$ cat src/rtl/lsu_pkg.sv
`default_nettype none
// ============================================================================
// Module   : lsu_pkg
// Purpose  : Shared types, constants and decode helpers for the load/store
//            unit (FSM states, RV32I load/store funct3 codes).
// Revision : 1.0 - initial release
// ============================================================================
package lsu_pkg;

  // Access FSM states
  typedef enum logic [1:0] {
    IDLE = 2'b00,
    REQ  = 2'b01,
    WAIT = 2'b10,
    DONE = 2'b11
  } lsu_state_t;

  // RV32I load/store size/sign codes
  localparam logic [2:0] F3_B  = 3'b000;
  localparam logic [2:0] F3_H  = 3'b001;
  localparam logic [2:0] F3_W  = 3'b010;
  localparam logic [2:0] F3_BU = 3'b100;
  localparam logic [2:0] F3_HU = 3'b101;

  // Stores only know B/H/W; loads additionally know the unsigned variants.
  function automatic logic f3_legal(input logic we, input logic [2:0] f3);
    logic ok;
    ok = (f3 == F3_B) || (f3 == F3_H) || (f3 == F3_W);
    if (!we) begin
      ok = ok || (f3 == F3_BU) || (f3 == F3_HU);
    end
    return ok;
  endfunction

  // Halfwords need even addresses, words need 4-byte aligned addresses.
  function automatic logic misaligned(input logic [2:0] f3, input logic [1:0] lo);
    logic bad;
    bad = 1'b0;
    if (f3[1:0] == 2'b01) begin
      bad = lo[0];
    end else if (f3[1:0] == 2'b10) begin
      bad = (lo != 2'b00);
    end
    return bad;
  endfunction

endpackage
`default_nettype wire

$ cat src/rtl/load_extend.sv
`default_nettype none
// ============================================================================
// Module   : load_extend
// Purpose  : Combinational byte/half lane select plus sign or zero extension
//            of a bus read word into the load result.
// Revision : 1.0 - initial release
// ============================================================================
module load_extend
  import lsu_pkg::*;
#(
  parameter int W = 32
) (
  input  logic [W-1:0] rdata,
  input  logic [1:0]   addr_lo,
  input  logic [2:0]   funct3,
  output logic [W-1:0] result
);

  logic [7:0]  lane_b;
  logic [15:0] lane_h;

  // Pick the addressed byte and halfword lanes out of the read word
  always_comb begin
    lane_b = rdata[7:0];
    case (addr_lo)
      2'd0: lane_b = rdata[7:0];
      2'd1: lane_b = rdata[15:8];
      2'd2: lane_b = rdata[23:16];
      2'd3: lane_b = rdata[31:24];
      default: lane_b = rdata[7:0];
    endcase
    lane_h = addr_lo[1] ? rdata[31:16] : rdata[15:0];
  end

  // Extend the selected lane according to the access size/sign code
  always_comb begin
    result = rdata;
    case (funct3)
      F3_B:    result = {{(W-8){lane_b[7]}}, lane_b};
      F3_H:    result = {{(W-16){lane_h[15]}}, lane_h};
      F3_BU:   result = {{(W-8){1'b0}}, lane_b};
      F3_HU:   result = {{(W-16){1'b0}}, lane_h};
      default: result = rdata;
    endcase
  end

endmodule
`default_nettype wire

$ cat src/rtl/load_store_unit.sv
`default_nettype none
// ============================================================================
// Module   : load_store_unit
// Purpose  : Single-outstanding load/store unit between the execute stage and
//            a request/grant bus with separate read-valid response. Handles
//            alignment/funct3 checking, byte enables, lane replication, load
//            extension and a bus-response timeout.
// Revision : 1.0 - initial release
// ============================================================================
module load_store_unit
  import lsu_pkg::*;
#(
  parameter int W       = 32,
  parameter int TIMEOUT = 16
) (
  input  logic         clk,
  input  logic         rst_n,
  input  logic         mem_req,
  input  logic         mem_we,
  input  logic [2:0]   funct3,
  input  logic [W-1:0] addr,
  input  logic [W-1:0] wdata,
  output logic [W-1:0] ReadData,
  output logic         done,
  output logic         stall,
  output logic         access_err,
  output logic         bus_req,
  output logic         bus_we,
  output logic [W-1:0] bus_addr,
  output logic [3:0]   bus_be,
  output logic [W-1:0] bus_wdata,
  input  logic         bus_gnt,
  input  logic         bus_rvalid,
  input  logic [W-1:0] bus_rdata
);

  // Last counter value at which a missing gnt/rvalid is declared a timeout
  localparam logic [7:0] TO_LAST = 8'(TIMEOUT - 1);

  lsu_state_t   state;
  logic         we_q;
  logic [2:0]   f3_q;
  logic [W-1:0] addr_q;
  logic [W-1:0] wdata_q;
  logic [7:0]   cnt;
  logic         err_q;
  logic [W-1:0] rd_q;

  logic         req_ok;
  logic         accept;
  logic         reject;
  logic         timed_out;
  logic [W-1:0] load_val;

  // Decode the incoming request while idle
  always_comb begin
    req_ok    = f3_legal(mem_we, funct3) && !misaligned(funct3, addr[1:0]);
    accept    = (state == IDLE) && mem_req && req_ok;
    reject    = (state == IDLE) && mem_req && !req_ok;
    // Counter spans REQ and WAIT together, so >= keeps WAIT covered after
    // a grant that arrived on the very last REQ cycle.
    timed_out = (cnt >= TO_LAST);
  end

  load_extend #(.W(W)) u_load_extend (
    .rdata   (bus_rdata),
    .addr_lo (addr_q[1:0]),
    .funct3  (f3_q),
    .result  (load_val)
  );

  // Access FSM: latches the request, tracks the bus handshake and timeout
  always_ff @(posedge clk or negedge rst_n) begin
    if (!rst_n) begin
      state   <= IDLE;
      we_q    <= 1'b0;
      f3_q    <= 3'b000;
      addr_q  <= '0;
      wdata_q <= '0;
      cnt     <= 8'd0;
      err_q   <= 1'b0;
      rd_q    <= '0;
    end else begin
      case (state)
        IDLE: begin
          err_q <= 1'b0;
          if (accept) begin
            we_q    <= mem_we;
            f3_q    <= funct3;
            addr_q  <= addr;
            wdata_q <= wdata;
            cnt     <= 8'd0;
            state   <= REQ;
          end
        end
        REQ: begin
          cnt <= cnt + 8'd1;
          if (bus_gnt) begin
            state <= we_q ? DONE : WAIT;
          end else if (timed_out) begin
            err_q <= 1'b1;
            state <= DONE;
          end
        end
        WAIT: begin
          cnt <= cnt + 8'd1;
          if (bus_rvalid) begin
            rd_q  <= load_val;
            state <= DONE;
          end else if (timed_out) begin
            err_q <= 1'b1;
            state <= DONE;
          end
        end
        DONE: begin
          err_q <= 1'b0;
          state <= IDLE;
        end
        default: state <= IDLE;
      endcase
    end
  end

  // Handshake/status outputs; immediate rejects complete in the request cycle
  always_comb begin
    stall      = rst_n && (accept || (state == REQ) || (state == WAIT));
    done       = rst_n && (reject || (state == DONE));
    access_err = rst_n && (reject || ((state == DONE) && err_q));
    bus_req    = rst_n && (state == REQ);
    bus_we     = rst_n && (state == REQ) && we_q;
    bus_addr   = {addr_q[W-1:2], 2'b00};
    ReadData   = rd_q;
  end

  // Byte enables and lane-replicated store data from the latched request
  always_comb begin
    bus_be    = 4'b1111;
    bus_wdata = wdata_q;
    case (f3_q[1:0])
      2'b00: begin
        bus_be    = 4'b0001 << addr_q[1:0];
        bus_wdata = {4{wdata_q[7:0]}};
      end
      2'b01: begin
        bus_be    = addr_q[1] ? 4'b1100 : 4'b0011;
        bus_wdata = {2{wdata_q[15:0]}};
      end
      default: begin
        bus_be    = 4'b1111;
        bus_wdata = wdata_q;
      end
    endcase
  end

endmodule
`default_nettype wire

$ cat config.mk
export PLATFORM = sky130hd
export DESIGN_NAME = load_store_unit
export DESIGN_NICKNAME = d
export VERILOG_FILES = /design/src/rtl/lsu_pkg.sv /design/src/rtl/load_extend.sv /design/src/rtl/load_store_unit.sv
export SDC_FILE = /design/constraint.sdc
export NUM_CORES = 1
export LEC_CHECK = 0
export CAP_MARGIN = 20
export CORE_ASPECT_RATIO = 1.75
export CORE_MARGIN = 5
export CORE_UTILIZATION = 48
export DETAILED_ROUTE_END_ITERATION = 10
export PLACE_DENSITY_LB_ADDON = 0.15
export SLEW_MARGIN = 5
export SYNTH_ARGS = -nofsm -noshare
export SYNTH_HDL_FRONTEND = slang
export SYNTH_SLANG_ARGS = --single-unit
$ cat constraint.sdc
create_clock -name clk -period 4.5 [get_ports clk]
set_input_delay 0.45 -clock clk [delete_from_list [all_inputs] [get_ports clk]]
set_output_delay 0.45 -clock clk [all_outputs]
set_load 0.02 [all_outputs]
==> results of run 1 <==
-- worst register-to-register path, stage by stage (launching register included) --
cell and delay (ps):
dfrtp_1 420, inv_1 160, ha_1 240, nand2_1 540, a2111oi_2 570, nand2_2 300, nand3_1 160
-- final cells by class --
class | instances | area, um2 | share of cell area
Clock inverter | 6 | 93.84 | 0.01196
Timing Repair Buffer | 212 | 2115 | 0.2695
Sequential cell | 111 | 2779 | 0.3542
Multi-Input combinational cell | 329 | 2445 | 0.3116
Clock buffer | 10 | 229.0 | 0.02919
Tap cell | 135 | 168.9 | 0.02153
Inverter | 4 | 15.01 | 0.001914
-- worst paths after layout --
| check | start | depth (start not counted) | slack, ps | end |
|---|---|---|---|---|
| setup / recovery | f3_q[0] | 3 | 1290 | bus_be[0] |
| hold / removal | rst_n | 1 | 160 | ReadData[16] |
| setup reg to reg | state[0] | 6 | 2050 | ReadData[30] |
| hold reg to reg | ReadData[22] | 2 | 490 | ReadData[22] |
| max in group asynchronous | rst_n | 2 | 3100 | f3_q[1] |
| min in group clk | ReadData[22] | 2 | 490 | ReadData[22] |
-- logic make-up after synthesis --
group,count (synthesis)
adder cells (fa/ha/maj),7
AO/OA/AOI/OAI,75
flip-flops,111
other,1
multiplexers,96
AND/OR/NAND/NOR,149
buffers and inverters,74
-- synthesized netlist by cell type (2+ instances only) --
cell      number
and2_1         4
o21ai_0        8
o21a_1         2
o21bai_1       5
buf_6          2
nor3_1        11
and3_1         6
nor2b_1        3
nor2_1        25
a21oi_1       18
or2_2          2
ha_1           7
nand2b_1       2
inv_1          4
dfrtp_1      111
mux2i_1        9
a31oi_1        8
a221o_1        7
a21o_1         3
nand2_2        2
nor3b_1        4
nand2_1       46
and3b_1        2
o31a_1         6
mux2_2        86
clkbuf_1      15
buf_4         41
a22oi_1        8
nand3_1       37
buf_2         12
-- stage by stage --
stage | util | power (mW)
global placement | 0.6482 | 5.257
global route | 0.6774 | 6.534
finish | 0.6774 | 6.175
detailed placement | 0.6495 | 5.345
CTS | 0.6774 | 6.234
floorplan | - | 4.030
-- metal layers --
layer,share of wire,up-vias
li1,-,2084
met4,0.031,0
met3,0.088,31
met1,0.36,2204
met2,0.52,224
met5,0,-
-- power breakdown --
group,switching [mW],total (mW),internal (mW)
sequential,0.392,1.89,1.50
combinational,1.71,3.43,1.72
clock,0.366,0.858,0.493
total,2.47,6.17,3.71
-- state kept, by name (all words and copies together) (netlist names) --
signal    count
ReadData     32
addr_q       32
wdata_q      32
cnt           8
f3_q          3
state         2
err_q         1
we_q          1
==> load_flow_metrics.sql, run 1 <==
INSERT INTO impl_metrics (metric_group, metric, value, unit) VALUES
('grt', 'use_met2', '0.3874', ''),
('drt', 'drt_drc_violations_left', '0', ''),
('job', 'number_of_max_capacitance_violations_reported', '0', ''),
('drt', 'route.vias.total', '4543', ''),
('cells_and_area', 'layout.filler_cells', '910', ''),
('timing', 'worst_clock_skew_on_the_final_layout', '8.237', 'ps'),
('timing', 'setup_total_negative_slack', '0', 'ps'),
('synthesis', 'syn-cell-area', '0.005669', 'mm2'),
('grt', 'antenna_found_initial', '0', ''),
('synthesis', 'ys_async_sr_fraction', '1.000', ''),
('drt', 'ant_nets', '0', ''),
('timing', 'final_min_period_over_clock_period', '0.7137', ''),
('synthesis', 'synthAdderAreaFrac', '0.01545', ''),
('timing', 'timing.final.crit_period', '3212', 'ps'),
('critical_path', 'critical_path_buf_inv_count', '1', ''),
('place', 'dp_worst_slack', '1525', 'ps'),
('synthesis', 'synth_flop_cell', 'dfrtp_1', ''),
('timing', 'timing_hold_violations_final', '0', ''),
('synthesis', 'yosys.area_share.simple', '0.1267', ''),
('critical_path', 'critical_path.startpoint_type', 'register', ''),
('drt', 'route.detailed.wl_per_inst', '19.48', 'um'),
('cts', 'worst_skew_pair.late_latency', '340', 'ps'),
('critical_path', 'timing.critical_path.arrival', '2760', 'ps'),
('cells_and_area', 'layout-drive-gt1-share', '0.1771', ''),
('synthesis', 'ys_top_cells_by_area', 'dfrtp_1 49%, mux2_2 17%, buf_4 5.4%, nand3_1 3.3%, nand2_1 3.0%', ''),
('floorplan', 'dieHeight', '153.8', 'um'),
('synthesis', 'yosysTopAreaCellShare', '0.4900', ''),
('grt', 'globalRoute.busiestLayer', 'met2', ''),
('cts', 'cts.sinks', '111', ''),
('status', 'result_of_the_run', 'complete, no violations', ''),
('cts', 'numCtsBuffers', '9', ''),
('grt', 'grt_use_met1', '0.2478', ''),
('synthesis', 'synth_xor_area_frac', '0', ''),
('timing', 'clock.fmax', '311.3', 'MHz'),
('synthesis', 'syn_area_per_cell', '11.05', 'um2'),
('timing', 'hold_ws', '162.4', 'ps'),
('timing', 'number_of_max_slew_violations_in_the_final_report', '0', ''),
('synthesis', 'synth_compound_gate_area_share', '0.09512', ''),
('synthesis', 'synth_warnings', '0', ''),
('cts', 'tritoncts', 'done', ''),
('critical_path', 'critical_path.cell_chain', 'nand2b_1, a21o_1, clkdlybuf4s50_1', ''),
('cells_and_area', 'num_antenna_cells', '0', ''),
('synthesis', 'combinational_family_with_the_most_area_after_synthesis', 'multiplexers', ''),
('timing', 'layout_setup_ws', '1288', 'ps'),
('cells_and_area', 'commonest_cells_after_routing_fill_and_taps_aside', '206 x clkdlybuf4s50_1, 110 x dfrtp_1, 86 x mux2_2', ''),
('synthesis', 'netlist_instances', '513', ''),
('floorplan', 'die-width', '92.15', 'um'),
('place', 'post_dp_cell_area', '0.007522', 'mm2'),
('synthesis', 'synth_area_leader_cell', 'dfrtp_1', ''),
('synthesis', 'synth_edf_count', '0', ''),
('critical_path', 'crit_path_max_incr_delay', '900', 'ps'),
('grt', 'grt.total_usage', '0.2211', ''),
('floorplan', 'floorplan.io_pins', '210', ''),
('cells_and_area', 'area_overhead_vs_synth', '38.38', '%'),
('cells_and_area', 'finish.instance_area', '0.007845', 'mm2'),
('place', 'gp_congestion', '0.9013', ''),
('drt', 'drt_wl_total', '15.72', 'mm'),
('grt', 'gr-total-overflow', '0', ''),
('timing', 'unrepaired_setup_endpoints_after_global_routing', 'false', ''),
('cts', 'cts.path.max_buffers', '2', ''),
('grt', 'first_global_vias', '4733', ''),
('grt', 'routing_usage_on_met3', '0.06553', ''),
('cts', 'cts_hold_buffers', '0', ''),
('critical_path', 'crit_family', 'flip-flops', ''),
('cells_and_area', 'final_nets', '779', ''),
('place', 'place.detailed.hpwl', '11.73', 'mm'),
('synthesis', 'seq_area_frac_synth', '0.4900', ''),
('grt', 'maximum_number_of_pins_on_one_net_before_global_route_repair', '65', ''),
('synthesis', 'synth.area.mux_share', '0.1907', ''),
('cts', 'post-cts-setup-buffers', '0', ''),
('timing', 'setup_violations', '0', '');
Power figures use the tool's default switching activity.
==> run 2: changes to the inputs <==
- CORE_UTILIZATION: 48 -> 45
- clock period: 4.5 -> 3.2 ns (I/O delays scaled with it)
==> load_flow_metrics.sql, run 2 (same netlist as run 1, synthesis figures left out) <==
INSERT INTO impl_metrics (metric_group, metric, value, unit) VALUES
('cells_and_area', 'layout.filler_cells', '1069', ''),
('cells_and_area', 'area_overhead_vs_synth', '39.84', '%'),
('cts', 'cts-htree-levels', '3', ''),
('critical_path', 'critical_path.startpoint_type', 'register', ''),
('drt', 'drt_wl_total', '16.04', 'mm'),
('cells_and_area', 'commonest_cells_after_routing_fill_and_taps_aside', '206 x clkdlybuf4s50_1, 110 x dfrtp_1, 86 x mux2_2', ''),
('floorplan', 'dieHeight', '158.5', 'um'),
('cts', 'clock-root-buffer', 'clkbuf_16', ''),
('critical_path', 'critPathCaptureType', 'output port', ''),
('critical_path', 'critical_path_buf_inv_count', '1', ''),
('worst_hold_path', 'worst_hold_path_type', 'in -> async', ''),
('critical_path', 'reg2regPathDepth', '7', ''),
('timing', 'setup_violations', '0', ''),
('critical_path', 'critical_path.cell_chain', 'nor2_1, mux2_2, clkdlybuf4s50_1', ''),
('cells_and_area', 'final_nets', '786', ''),
('cells_and_area', 'finish.instance_area', '0.007928', 'mm2'),
('drt', 'route.detailed.wl_per_inst', '18.96', 'um'),
('job', 'number_of_max_capacitance_violations_reported', '0', ''),
('grt', 'first_global_vias', '4778', ''),
('critical_path', 'critPathSlowestCell', 'nor2_1', ''),
('cells_and_area', 'utilization', '0.6377', ''),
('floorplan', 'die-width', '94.85', 'um'),
('cts', 'worst_skew_pair.late_latency', '350', 'ps'),
('timing', 'timing_hold_violations_final', '0', ''),
('place', 'gp_congestion', '0.8384', ''),
('cts', 'numCtsBuffers', '9', ''),
('grt', 'gr-total-overflow', '0', ''),
('cts', 'post-cts-setup-buffers', '0', ''),
('timing', 'final_min_period_over_clock_period', '0.8951', ''),
('floorplan', 'placementRows', '54', ''),
('timing', 'setup_total_negative_slack', '0', 'ps'),
('status', 'result_of_the_run', 'complete, no violations', ''),
('drt', 'drt_drc_violations_left', '0', ''),
('drt', 'route.vias.total', '4524', ''),
('place', 'port_buffers', '207', ''),
('grt', 'grt_first_pass_wirelength', '25.15', 'mm'),
('drt', 'drt-initial-drc-count', '221', ''),
('floorplan', 'floorplan.io_pins', '210', ''),
('pwr', 'leakage_power', '3.360', 'nW'),
('timing', 'timing.final.crit_period', '2864', 'ps'),
('critical_path', 'timing.critical_path.arrival', '2540', 'ps'),
('pwr', 'ir_worst_vdd', '0.0006701', 'V'),
('pwr', 'power', '8.656', 'mW'),
('drt', 'initial_drt_pass_iterations', '4', ''),
('pwr', 'power.clock.fraction', '0.134', ''),
('critical_path', 'crit_family', 'simple AND/OR/NAND/NOR gates', ''),
('pwr', 'seq_power_share', '0.301', ''),
('cells_and_area', 'layout_commonest_cell', 'clkdlybuf4s50_1', ''),
('critical_path', 'crit_path_max_incr_delay', '690', 'ps'),
('pwr', 'intPower', '5.181', 'mW'),
('floorplan', 'area_of_the_core', '0.01243', 'mm2'),
('cells_and_area', 'multi_input_combinational_cell_area', '0.002445', 'mm2'),
('grt', 'grt.total_usage', '0.2170', ''),
('floorplan', 'initial_core_util', '0.4560', ''),
('pwr', 'switching_share', '0.4015', ''),
('cts', 'path_clk_slew', '70', 'ps'),
('cts', 'tritoncts', 'done', ''),
('floorplan', 'die_footprint', '0.01503', 'mm2'),
('timing', 'worst_clock_skew_on_the_final_layout', '12.93', 'ps'),
('timing', 'clock.fmax', '349.1', 'MHz'),
('timing', 'number_of_max_slew_violations_in_the_final_report', '0', ''),
('cts', 'cts.path.max_buffers', '2', ''),
('grt', 'maximum_number_of_pins_on_one_net_before_global_route_repair', '72', ''),
('timing', 'unrepaired_setup_endpoints_after_global_routing', 'false', ''),
('pwr', 'comb_power_share', '0.566', ''),
('cells_and_area', 'flip_flop_and_latch_area', '0.002779', 'mm2'),
('timing', 'max_slew_margin', '0.4499', ''),
('place', 'post_dp_cell_area', '0.007614', 'mm2'),
('cts', 'cts.sinks', '111', ''),
('critical_path', 'path_class', 'reg -> out', ''),
('critical_path', 'path_depth', '3', ''),
('cells_and_area', 'layout-drive-gt1-share', '0.1844', ''),
('place', 'place.detailed.hpwl', '11.88', 'mm'),
('drt', 'ant_nets', '0', ''),
('timing', 'timing_worst_slew_pin_value', '822.2', 'ps'),
('pwr', 'powerDensity', '1092', 'mW/mm2'),
('pwr', 'p_switching', '3.475', 'mW'),
('critical_path', 'crit_fanout', '13', ''),
('drt', 'vias_per_cell', '5.348', ''),
('cells_and_area', 'num_antenna_cells', '0', ''),
('critical_path', 'worstPathRequired', '2880', 'ps'),
('grt', 'antenna_found_initial', '0', '');
run 2: what timing repair did:
action                    CTS  global route
hold endpoints to repair    9             0
hold buffers                1             0
resized for setup           0             0
run 2: power groups by stage:
stage,registers (mW),clock network [mW],logic (mW)
2_1_floorplan,2.73,0,2.94
3_3_place_gp,2.59,0,4.85
3_5_place_dp,2.63,0,4.93
4_1_cts,2.61,1.18,4.96
5_1_grt,2.71,1.24,5.22
6_report,2.60,1.16,4.90
run 2: routing by layer:
layer	part of all wire	GRT usage	wire (um)	vias up
met5	0	0	0	-
met4	0.026	0.08121	415	0
met3	0.081	0.05863	1298	26
met2	0.53	0.3809	8549	209
met1	0.36	0.2500	5777	2191
li1	-	-	-	2098
run 2: worst paths after layout:
kind	endpoint	slack, ps	from
setup / recovery	bus_wdata[8]	340	f3_q[0]
hold / removal	addr_q[9]	450	rst_n
setup reg to reg	cnt[3]	1070	state[0]
hold reg to reg	ReadData[24]	490	ReadData[24]
max in group asynchronous	wdata_q[9]	1190	rst_n
min in group clk	ReadData[24]	490	ReadData[24]
run 2: area by class of cell:
class                           instances  share of cell area
Clock inverter                          5            0.008207
Tap cell                              168             0.02652
Inverter                                4            0.001894
Sequential cell                       111              0.3505
Timing Repair Buffer                  219              0.2743
Clock buffer                           10             0.03015
Multi-Input combinational cell        329              0.3084
run 2: stage by stage:
| stage | setup WS, ps | std cells | hold WS, ps |
|---|---|---|---|
| after floorplan | 1068 | 514 | 24.41 |
| after global placement | 587.9 | 830 | 185.2 |
| after CTS | 299.5 | 846 | 442.5 |
| final | 335.6 | 846 | 450.9 |
| after detailed placement | 535.1 | 830 | 185.6 |
| after global routing | 255.6 | 846 | 461.8 |
==> run 3: changes to the inputs <==
- CTS_BUF_LIST: not set -> sky130_fd_sc_hd__clkbuf_16
- PLACE_DENSITY_LB_ADDON: 0.15 -> 0.08
==> load_flow_metrics.sql, run 3 (same netlist as run 1, synthesis figures left out) <==
INSERT INTO impl_metrics (metric_group, metric, value, unit) VALUES
('grt', 'antenna_found_initial', '1', ''),
('drt', 'vias_per_cell', '5.388', ''),
('cells_and_area', 'layout_commonest_cell', 'clkdlybuf4s50_1', ''),
('cts', 'worst_skew_pair.late_latency', '350', 'ps'),
('grt', 'maximum_number_of_pins_on_one_net_before_global_route_repair', '72', ''),
('timing', 'max_slew_margin', '0.3756', ''),
('timing', 'clock.fmax', '370.7', 'MHz'),
('drt', 'drt_drc_violations_left', '0', ''),
('critical_path', 'worstReg2RegStart', 'state[0]', ''),
('status', 'result_of_the_run', 'complete, no violations', ''),
('critical_path', 'critPathSlowestCell', 'clkdlybuf4s50_1', ''),
('floorplan', 'placementRows', '54', ''),
('critical_path', 'critical_path.cell_chain', 'inv_1, ha_1, nand2_1, nor3_1, a21oi_1, nor2b_1, clkdlybuf4s50_1', ''),
('timing', 'timing_hold_violations_final', '0', ''),
('grt', 'grt_first_pass_wirelength', '24.90', 'mm'),
('critical_path', 'rrSetupSlack', '560', 'ps'),
('cts', 'numCtsBuffers', '9', ''),
('pwr', 'leakage_power', '3.333', 'nW'),
('drt', 'route.vias.total', '4569', ''),
('cells_and_area', 'commonest_cells_after_routing_fill_and_taps_aside', '206 x clkdlybuf4s50_1, 110 x dfrtp_1, 86 x mux2_2', ''),
('cts', 'clock-root-buffer', 'clkbuf_16', ''),
('worst_hold_path', 'worst_hold_path_type', 'in -> async', ''),
('timing', 'setup_total_negative_slack', '0', 'ps'),
('grt', 'grt.total_usage', '0.2155', ''),
('critical_path', 'worstPathRequired', '2880', 'ps'),
('floorplan', 'dieHeight', '158.5', 'um'),
('timing', 'number_of_max_slew_violations_in_the_final_report', '0', ''),
('cells_and_area', 'utilization', '0.6348', ''),
('critical_path', 'crit_fanout', '5', ''),
('timing', 'unrepaired_setup_endpoints_after_global_routing', 'false', ''),
('timing', 'worst_clock_skew_on_the_final_layout', '11.40', 'ps'),
('critical_path', 'reg2regPathDepth', '7', ''),
('cts', 'cts-htree-levels', '3', ''),
('cells_and_area', 'layout-drive-gt1-share', '0.1841', ''),
('pwr', 'powerDensity', '1085', 'mW/mm2'),
('critical_path', 'timing.critical_path.arrival', '2380', 'ps'),
('place', 'gp_congestion', '0.8973', ''),
('critical_path', 'path_class', 'reg -> out', ''),
('drt', 'drt-initial-drc-count', '166', ''),
('drt', 'ant_nets', '0', ''),
('timing', 'final_min_period_over_clock_period', '0.8430', ''),
('grt', 'first_global_vias', '4713', ''),
('timing', 'setup_violations', '0', ''),
('cts', 'path_clk_slew', '70', 'ps'),
('timing', 'timing_worst_slew_pin_value', '936.6', 'ps'),
('grt', 'gr-total-overflow', '0', ''),
('pwr', 'power', '8.560', 'mW'),
('job', 'number_of_max_capacitance_violations_reported', '0', ''),
('floorplan', 'die_footprint', '0.01503', 'mm2'),
('critical_path', 'worst_r2r_endpoint', 'cnt[5]', ''),
('critical_path', 'crit_path_max_incr_delay', '610', 'ps'),
('floorplan', 'area_of_the_core', '0.01243', 'mm2'),
('timing', 'timing.final.crit_period', '2698', 'ps'),
('critical_path', 'critical_path.startpoint_type', 'register', ''),
('place', 'port_buffers', '207', ''),
('pwr', 'ir_worst_vdd', '0.0006448', 'V'),
('floorplan', 'floorplan.io_pins', '210', ''),
('drt', 'initial_drt_pass_iterations', '4', ''),
('drt', 'route.detailed.wl_per_inst', '18.85', 'um'),
('cts', 'cts.path.max_buffers', '2', ''),
('floorplan', 'die-width', '94.85', 'um'),
('critical_path', 'critPathCaptureType', 'output port', ''),
('place', 'place.detailed.hpwl', '11.93', 'mm'),
('cts', 'tritoncts', 'done', ''),
('floorplan', 'initial_core_util', '0.4560', ''),
('place', 'post_dp_cell_area', '0.007609', 'mm2'),
('cells_and_area', 'finish.instance_area', '0.007891', 'mm2'),
('cells_and_area', 'area_overhead_vs_synth', '39.20', '%'),
('drt', 'drt_wl_total', '15.99', 'mm'),
('cells_and_area', 'final_nets', '787', ''),
('cts', 'cts.sinks', '111', '');
run 3: cell types whose count changed in the layout (fill, tap and decap cells not counted), sizes merged:
cell,previous run,this run
clkinvlp,0,2
buf,12,13
bufinv,1,0
clkbuf,10,9
diode,0,1
run 3: repair_timing:
action | in CTS | in global routing
gates resized for setup | 0 | 0
buffers inserted | 0 | 0
endpoints found under the hold margin | 3 | 0
hold buffers | 1 | 0
run 3: metal layers:
layer / vias up / global-route usage / share of wire
li1: 2102 / - / -
met1: 2228 / 0.2448 / 0.37
met2: 214 / 0.3792 / 0.52
met3: 25 / 0.05816 / 0.087
met4: 0 / 0.08672 / 0.021
met5: - / 0 / 0
run 3: worst max-delay path by stage:
stage | startpoint | endpoint | slack (ps) | cells past startpoint
after floorplan | state[1] | stall | 1070 | 7
after global placement | funct3[2] | cnt[6] | 510 | 6
after detailed placement | funct3[0] | cnt[5] | 400 | 6
after CTS | state[0] | access_err | 480 | 7
after global routing | state[0] | access_err | 340 | 7
final | state[0] | access_err | 500 | 7
run 3: power by group:
| part | internal [mW] | leakage, nW | total [mW] | switching, mW |
|---|---|---|---|---|
| Combinational | 2.45 | 1.87 | 4.87 | 2.41 |
| Sequential | 2.10 | 1.34 | 2.64 | 0.530 |
| Clock | 0.529 | 0.126 | 1.06 | 0.530 |
run 3: layout make-up:
type	count	area [um2]
timing repair buffer	220	2170
inverter	4	15.01
sequential	111	2779
clock buffer	9	225.2
clock inverter	6	45.04
multi-input combinational	329	2445
fill	1082	4541
antenna	1	2.502
tap	168	210.2
run 3: worst max-delay path, delay by kind of cell, from the launching register on:
family | cells | cell delay, ps
adders and majority gates | 1 | 250
DFF | 1 | 430
AOI/OAI and AO/OA | 1 | 70
and+or+nand+nor | 3 | 490
buffers and inverters | 2 | 770
run 3: per-stage QoR:
step / setup WS [ps] / hold slack (ps) / std cells
global route: 339.6 / 379.0 / 848
detailed placement: 404.3 / 152.6 / 831
finish: 502.5 / 392.5 / 848
CTS: 479.6 / 390.9 / 847
global placement: 510.2 / 151.3 / 831
floorplan: 1068 / 24.41 / 514
